File: config.mk
export PLATFORM = sky130hd
export DESIGN_NAME = osd_cmd_arbiter
export DESIGN_NICKNAME = d
export VERILOG_FILES = /design/src/rtl/osd_pkg.sv /design/src/rtl/osd_cmd_arbiter_rr_arb2.sv /design/src/rtl/osd_cmd_arbiter.sv
export SDC_FILE = /design/constraint.sdc
export NUM_CORES = 1
export LEC_CHECK = 0
export ABC_AREA = 1
export BUFFER_PORTS_ARGS = -buffer_cell sky130_fd_sc_hd__buf_2
export CORE_MARGIN = 4
export CORE_UTILIZATION = 45
export DETAILED_ROUTE_END_ITERATION = 10
export GPL_TIMING_DRIVEN = 0
export PLACE_DENSITY_LB_ADDON = 0.12
export SLEW_MARGIN = 10
export SYNTH_ARGS = -nofsm -noshare
export SYNTH_HDL_FRONTEND = slang
export SYNTH_SLANG_ARGS = --single-unit
export TNS_END_PERCENT = 100
File: constraint.sdc
create_clock -name clk_sys -period 1.9 [get_ports clk_sys]
set_input_delay 0.19 -clock clk_sys [delete_from_list [all_inputs] [get_ports clk_sys]]
set_output_delay 0.19 -clock clk_sys [all_outputs]
set_load 0.005 [all_outputs]
File: src/rtl/osd_pkg.sv
// Shared types and constants for the OSD command path.
// Provides the arbiter state encoding, OSD command byte values and buffer sizing.
// No ports; imported by osd_cmd_arbiter and its sub-modules.
package osd_pkg;

  typedef enum logic [2:0] {
    ST_IDLE,
    ST_CMD,
    ST_GAP,
    ST_WAIT,
    ST_DAT,
    ST_END
  } osd_state_t;

  localparam logic [7:0] OSD_CMD_WRITE   = 8'h20;
  localparam logic [7:0] OSD_CMD_ENABLE  = 8'h41;
  localparam logic [7:0] OSD_CMD_DISABLE = 8'h40;
  localparam int         OSD_HIRES_BIT   = 3;

  localparam int OSD_BUF_WORDS = 4352;
  localparam int OSD_LEN_W     = 13;   // holds 0..OSD_BUF_WORDS
  localparam int OSD_CNT_W     = 8;    // strobe/end gap cycle counter

endpackage

File: src/rtl/osd_cmd_arbiter_rr_arb2.sv
// rr_arb2: two-way request selector, round-robin or fixed port-0 priority.
// Latency: combinational select; last-served register updates on the done pulse.
// Ports: req (2 requests) / done (one-hot packet completion) in; sel (one-hot winner), vld out.
module rr_arb2 #(
  parameter int PRIO0 = 0
) (
  input  logic       clk,
  input  logic       rst_n,
  input  logic [1:0] req,
  input  logic [1:0] done,
  output logic [1:0] sel,
  output logic       vld
);

  // 1 = port 1 was served most recently; reset value lets port 0 win the first tie.
  logic last;

  always_ff @(posedge clk or negedge rst_n) begin
    if (!rst_n) begin
      last <= 1'b1;
    end else if (done[0]) begin
      last <= 1'b0;
    end else if (done[1]) begin
      last <= 1'b1;
    end
  end

  always_comb begin
    sel = 2'b00;
    unique case (req)
      2'b01:   sel = 2'b01;
      2'b10:   sel = 2'b10;
      2'b11:   sel = ((PRIO0 != 0) || last) ? 2'b01 : 2'b10;
      default: sel = 2'b00;
    endcase
  end

  assign vld = |req;

endmodule

File: src/rtl/osd_cmd_arbiter.sv
// osd_cmd_arbiter: serializes command packets from two requesters onto the OSD io_osd/io_strobe/io_din port.
// Latency: grant and command strobe one cycle after req in IDLE; one word per 1+STROBE_GAP cycles at best.
// Backpressure: a granted port with dvalid low parks the FSM in WAIT (io_osd held high) indefinitely.
// Ports: clk_sys/reset_n; req, cmd0/1, len0/1 request side; dvalid, dat0/1 in and dready out data side;
//        gnt, done, busy status; io_osd, io_strobe, io_din toward the OSD. All outputs are registered.
module osd_cmd_arbiter
  import osd_pkg::*;
#(
  parameter int STROBE_GAP = 1,
  parameter int END_GAP    = 2,
  parameter int PRIO0      = 0
) (
  input  logic                 clk_sys,
  input  logic                 reset_n,
  input  logic [1:0]           req,
  input  logic [7:0]           cmd0,
  input  logic [7:0]           cmd1,
  input  logic [OSD_LEN_W-1:0] len0,
  input  logic [OSD_LEN_W-1:0] len1,
  input  logic [1:0]           dvalid,
  input  logic [15:0]          dat0,
  input  logic [15:0]          dat1,
  output logic [1:0]           dready,
  output logic [1:0]           gnt,
  output logic [1:0]           done,
  output logic                 io_osd,
  output logic                 io_strobe,
  output logic [15:0]          io_din,
  output logic                 busy
);

  localparam logic [OSD_CNT_W-1:0] SG_LAST  = OSD_CNT_W'(STROBE_GAP - 1);
  localparam logic [OSD_CNT_W-1:0] EG_LAST  = OSD_CNT_W'(END_GAP - 1);
  localparam logic [OSD_CNT_W-1:0] EG_DONE  = OSD_CNT_W'(END_GAP - 2);

  osd_state_t           state, state_nxt;
  logic [OSD_LEN_W-1:0] rem, rem_nxt;
  logic [OSD_CNT_W-1:0] cnt, cnt_nxt;
  logic [1:0]           gnt_nxt, dready_nxt, done_nxt;
  logic                 io_osd_nxt, io_strobe_nxt, busy_nxt;
  logic [15:0]          io_din_nxt;
  logic                 take_word;

  logic [1:0] arb_sel;
  logic       arb_vld;

  // Index of the granted port; only meaningful while gnt is non-zero.
  logic        port;
  logic        dv_g;
  logic [15:0] dat_g;

  assign port  = gnt[1];
  assign dv_g  = dvalid[port];
  assign dat_g = port ? dat1 : dat0;

  rr_arb2 #(.PRIO0(PRIO0)) u_arb (
    .clk   (clk_sys),
    .rst_n (reset_n),
    .req   (req),
    .done  (done),
    .sel   (arb_sel),
    .vld   (arb_vld)
  );

  // Outputs are computed for the coming cycle and registered together with the
  // state, so every output reflects the state it is shown in.
  always_comb begin
    state_nxt     = state;
    rem_nxt       = rem;
    cnt_nxt       = cnt;
    gnt_nxt       = gnt;
    dready_nxt    = 2'b00;
    done_nxt      = 2'b00;
    io_osd_nxt    = io_osd;
    io_strobe_nxt = 1'b0;
    io_din_nxt    = io_din;   // holds last word between strobes
    take_word     = 1'b0;

    unique case (state)
      ST_IDLE: begin
        if (arb_vld) begin
          state_nxt     = ST_CMD;
          gnt_nxt       = arb_sel;
          io_osd_nxt    = 1'b1;
          io_strobe_nxt = 1'b1;
          io_din_nxt    = {8'h00, (arb_sel[1] ? cmd1 : cmd0)};
          rem_nxt       = arb_sel[1] ? len1 : len0;
        end
      end
      ST_CMD, ST_DAT: begin
        state_nxt = ST_GAP;
        cnt_nxt   = '0;
      end
      ST_GAP: begin
        if (cnt == SG_LAST) begin
          if (rem == '0) begin
            state_nxt  = ST_END;
            io_osd_nxt = 1'b0;
            cnt_nxt    = '0;
          end else if (dv_g) begin
            take_word = 1'b1;
          end else begin
            state_nxt = ST_WAIT;
          end
        end else begin
          cnt_nxt = cnt + 1'b1;
        end
      end
      ST_WAIT: begin
        if (dv_g) begin
          take_word = 1'b1;
        end
      end
      ST_END: begin
        // done is registered, so it is set one cycle early to land on the last END cycle.
        if (cnt == EG_DONE) begin
          done_nxt = gnt;
        end
        if (cnt == EG_LAST) begin
          state_nxt = ST_IDLE;
          gnt_nxt   = 2'b00;
          cnt_nxt   = '0;
        end else begin
          cnt_nxt = cnt + 1'b1;
        end
      end
      default: begin
        state_nxt = ST_IDLE;
      end
    endcase

    if (take_word) begin
      state_nxt     = ST_DAT;
      io_strobe_nxt = 1'b1;
      io_din_nxt    = dat_g;
      dready_nxt    = gnt;     // one-hot, so never reaches the other port
      rem_nxt       = rem - 1'b1;
    end

    busy_nxt = (state_nxt != ST_IDLE);
  end

  always_ff @(posedge clk_sys or negedge reset_n) begin
    if (!reset_n) begin
      state     <= ST_IDLE;
      rem       <= '0;
      cnt       <= '0;
      gnt       <= 2'b00;
      dready    <= 2'b00;
      done      <= 2'b00;
      io_osd    <= 1'b0;
      io_strobe <= 1'b0;
      io_din    <= 16'h0000;
      busy      <= 1'b0;
    end else begin
      state     <= state_nxt;
      rem       <= rem_nxt;
      cnt       <= cnt_nxt;
      gnt       <= gnt_nxt;
      dready    <= dready_nxt;
      done      <= done_nxt;
      io_osd    <= io_osd_nxt;
      io_strobe <= io_strobe_nxt;
      io_din    <= io_din_nxt;
      busy      <= busy_nxt;
    end
  end

endmodule

# Word-level counts from Yosys, hierarchy flattened
# Index checks and enable logic that the tools add are counted.
[totals]
mem_count = 0
latch_bits = 0
ramBits = 0
in_bits = 80
out_inout_bits = 25
regBits = 50
rom_bits = 0
[op_classes]
n_div = 0
bitwise_logic = 0
shifts = 0
eq_ne = 14
n_mux = 43
multipliers = 0
n_reduce_logical = 16
addsub = 2
magnitude_cmp = 1
[op_table]
columns = ["operator", "count"]
rows = [
  ["$mux W16", 4],
  ["$mux W13", 4],
  ["$mux W8", 4],
  ["$pmux W8 S3", 1],
  ["$mux W3", 6],
  ["$pmux W3 S5", 1],
  ["$logic_not A13 Y1", 1],
  ["$mux W1", 13],
  ["$sub A13 B1 Y13 const B", 1],
  ["$mux W2", 6],
  ["$reduce_bool A2 Y1", 5],
  ["$add A8 B1 Y8 const B", 1],
  ["$eq A8 B1 Y1 const B", 1],
  ["$logic_not A8 Y1", 1],
  ["$ne A2 B2 Y1 const B", 4],
  ["$eq A3 B2 Y1 const B", 2],
  ["$eq A3 B3 Y1 const B", 2],
  ["$pmux W2 S3", 1],
  ["$reduce_bool A3 Y1", 2],
  ["$eq A2 B2 Y1 const B", 2],
  ["$pmux W1 S2", 2],
  ["$pmux W2 S2", 1],
  ["$reduce_and A2 Y1", 2],
  ["$reduce_and A4 Y1", 1],
  ["7 further kinds", 8],
]

# Logic depth before layout (Yosys ltp)
[depth]
word_depth = 8
mapped_depth = 13
mapped_depth_nobuf = 12

# Cells and area by module
# From an unflattened synthesis, not the netlist that was laid out.
[hier_totals]
cells_unflattened = 443
area_unflattened_um2 = 3226.8
[by_module_without_submodules]
columns = ["module", "seq_area_each_um2", "cells_per_inst", "area_per_inst_um2", "instances"]
rows = [
  ["osd_cmd_arbiter", 1226.2, 434, 3165.5, 1],
  ["rr_arb2", 26.3, 9, 61.3, 1],
]

# Worst setup path before layout
# OpenSTA, ideal clock, no wires.
[synth_timing]
kind = "reg-to-reg"
startpoint = "register rem[0]"
endpoint = "register rem[3]"
setup_slack_ns = 0.249
required_time_ns = 1.771
synth_period_minus_slack_ns = 1.651
stages_incl_launch_ff = 12
t_arrival_ns = 1.523
setup_time_ns = 0.129
cell_sequence = "dfrtp_1 > inv_1 > ha_1 > nand2_1 > nor2_4 > nand2_2 > nand4_2 > nand2_2 > buf_2 > nand2_1 > nand2_1 > nand3_1"
[synth_between]
elab_chain_len = 6
[synth_rtl]
columns = ["element", "line", "text"]
rows = [
  ["start, declared", "osd_cmd_arbiter.sv:37", "logic [OSD_LEN_W-1:0] rem, rem_nxt;"],
  ["start signal, assigned", "osd_cmd_arbiter.sv:157", "rem <= rem_nxt;"],
  ["$logic_not A13 Y1", "osd_cmd_arbiter.sv:96", "if (rem == '0) begin"],
  ["$mux W1", "osd_cmd_arbiter.sv:96", ""],
  ["$mux W1", "osd_cmd_arbiter.sv:95", "if (cnt == SG_LAST) begin"],
  ["$pmux W1 S2", "osd_cmd_arbiter.sv:79", "unique case (state)"],
  ["$reduce_bool A2 Y1 (no line)", "-", ""],
  ["$reduce_and A2 Y1 (no line)", "-", ""],
]
# Several ways; a longest one is shown, not always the timed one.
# A chain may end at the register's enable or synchronous reset.

# Worst setup path after layout
[layout_timing]
startpoint = "register rem[0]"
endpoint = "register rem[10]"
# The elaborated chain is that of the path after synthesis.

==> summary.md <==
| Metric | Value |
|---|---|
| Share of layout cells above drive strength 1 | `30.14%` |
| Flop2flop setup slack | `0.15 ns` |
| Core area | `6794 µm²` |
| Die span in y | `91.59 µm` |
| NumNets Final | `637` |
| Detail Placement HPWL | `6399 µm` |
| Slew HR | `58.09%` |
| Post-DR vias/cell | `4.888` |
| Fmax achieved | `0.5699 GHz` |
| Antenna Diode Count | `0` |
| Combinational share of power | `53.6%` |
| DRC violations left | `0` |
| Crit end category | `flop` |
| Starting Density | `46.28%` |
| Clk_lat worst skew | `0.31 ns` |
| Clock power share | `15.3%` |
| CP Launch Type | `flop` |
| Yosys top cell area share | `39.00%` |
| Synth top area cells | `dfrtp_1, nand2_1, nor2_1, nand3_1, inv_1` |
| Skew final | `0.007694 ns` |
| Final Hold Fails | `0` |
| Commonest non-fill, non-tap cell in the layout | `nand2_1` |
| Post-route ant nets | `0` |
| Setup ws final | `0.1452 ns` |
| Post-Syn Area | `3144 µm²` |
| GRT Total Usage | `20.64%` |
| Crit path kind | `flop to flop` |
| Sequential Power Share | `31.1%` |
| Clock-pin transition on the worst setup and hold timing paths | `0.10 ns` |
| Die width | `91.59 µm` |
| DP Worst Slack | `-0.03824 ns` |
| Largest net degree at the start of global routing | `51` |
| CTS tree | `yes` |
| Most frequent cells in the layout | `nand2_1, buf_2, nor2_1, dfrtp_1, inv_1` |
| #FFs+latches synth | `50` |
| Outcome | `completed` |
| Fin util | `59.24%` |
| Max-capacitance violation count | `0` |
| Clk buf depth | `2` |
| Maximum VDD drop | `0.0006237 V` |
| Syn Inst Count | `437` |
| Synth cell types | `38` |
| Clock sinks | `50` |
| WP data required | `2.11 ns` |
| First-pass GRT wire length | `14080 µm` |
| Worst hold path class | `input port to flop` |
| Setup violators final | `0` |
| P_sw | `2.607 mW` |
| Clock root buffer | `clkbuf_8` |
| DR WL/cell | `12.95 µm` |
| Int Power | `3.248 mW` |
| Final Cycle Share | `92.36%` |
| Antenna violations before repair | `0` |
| Die ar. | `8389 µm²` |
| Post-synthesis sequential area ratio | `39.83%` |
| CP max FO | `10` |
| Synth warnings | `0` |
| DR iter-0 viols | `110` |
| Site row count | `30` |
| Leakage Power | `2.229 nW` |
| Avg Cell Area, Syn | `7.195 µm²` |
| Net Count, Synth | `521` |
| Final Max Tran Viols | `0` |
| H-tree depth | `2` |
| GPL Wtd Cong | `0.8434` |
| Min cycle time layout | `1.755 ns` |
| Total CTS buffers | `5` |
| Syn-to-layout area delta | `28.01%` |
| Critical path arrival | `1.96 ns` |
| DR pass1 iterations | `5` |
| Switch share | `44.53%` |
| Ports | `105` |
| Buffers on Ports | `104` |
| Area leader, netlist | `dfrtp_1` |
| Pwr Density | `1455 nW/µm²` |
| DR vias | `3177` |
| Least-Margin Pin Slew | `0.6287 ns` |
| DRT Wirelength | `8417 µm` |
| GRT overflow | `0` |
| Number of global-route vias before repair | `3026` |
-- metrics by stage --
stage	hold WS [ns]	total power, mW	cell area, µm²	instances	setup TNS [ns]
floorplan	-0.1056	3.941	3144	437	0
global placement	0.3806	4.804	3785	637	-0.02021
detailed placement	0.3842	4.872	3785	637	-0.1088
CTS	0.1008	5.808	3934	645	0
global route	0.09974	6.442	4025	650	-0.009475
finish	0.1024	5.855	4025	650	0
-- power groups by stage --
stage               Clock (mW)  Combinational [mW]  Sequential [mW]
floorplan                    0                2.14             1.80
global placement             0                2.98             1.82
detailed placement           0                3.04             1.83
CTS                      0.914                3.08             1.82
global route             0.962                3.59             1.89
finish                   0.897                3.14             1.82
-- area by class of cell --
cell class	count	area, µm²
flip-flops and latches	50	1254
fillers	655	2769
repair buffers	109	580.6
clock buffers	5	68.82
multi-input cells	338	1697
inverters	33	128.9
plain buffers	16	107.6
well taps	96	120.1
clock inverters	3	68.82
-- critical path, cell delays in order, from the launching register on --
cell	delay [ns]
dfrtp_1	0.42
inv_2	0.07
ha_2	0.19
nand2_2	0.09
nor2_4	0.14
nand2_4	0.10
nand2_2	0.11
nand2_2	0.07
nand2_2	0.10
buf_6	0.16
nand3_1	0.08
nand2_1	0.07
inv_1	0.03
-- state kept, by name, indices dropped and copies added, names as in the netlist --
signal / flops
u_arb.last: 1
cnt: 8
done: 2
io_osd: 1
io_strobe: 1
busy: 1
rem: 13
io_din: 16
state: 3
gnt: 2
dready: 2
-- logic make-up after synthesis --
logic type | after synthesis | share of synthesized area (%)
AO/OA/AOI/OAI | 53 | 10.23
AND/OR/NAND/NOR | 267 | 37.29
multiplexers | 8 | 2.547
flip-flops | 50 | 39.83
buffers and inverters | 49 | 6.844
adder cells (fa/ha/maj) | 4 | 1.592
XOR/XNOR | 6 | 1.671
-- cells in the mapped netlist, drive strengths merged --
master / instances
o22ai: 1
nor2: 64
nand2: 152
inv: 33
o21bai: 2
or2: 13
dfrtp: 49
a211oi: 1
xnor2: 1
o21ai: 15
dfstp: 1
a2bb2oi: 1
buf: 10
nor3: 8
xor2: 5
clkbuf: 6
o211ai: 14
ha: 4
o221ai: 1
nand4: 2
o21a: 1
nand3: 27
a21o: 1
a21oi: 16
mux2i: 8
nand3b: 1
-- layer usage --
| metal | vias to the layer above | GRT usage, % | share of wire (%) |
|---|---|---|---|
| li1 | 1630 | - | - |
| met1 | 1481 | 25.30 | 42 |
| met2 | 57 | 37.49 | 53 |
| met3 | 9 | 3.148 | 3.9 |
| met4 | 0 | 5.276 | 1.0 |
| met5 | - | 0 | 0 |
-- worst paths after layout --
check / start / endpoint / depth (start not counted)
max reg2reg: rem[0] / rem[10] / 12
min reg2reg: done[0] / u_arb.last / 1
min in group asynchronous: reset_n / rem[2] / 2
max: rem[0] / rem[10] / 12
min: dat1[11] / io_din[11] / 3
max in group asynchronous: reset_n / io_din[5] / 3
-- repair_timing --
action / CTS / global route
gates resized for setup: 4 / 12
hold buffers: 0 / 1
pin swaps: 0 / 2
cloned: 0 / 0
setup buffers: 0 / 3
endpoints found under the setup margin: 13 / 35
endpoints found under the hold margin: 0 / 24
No activity file was read; power rests on OpenSTA's default activity.
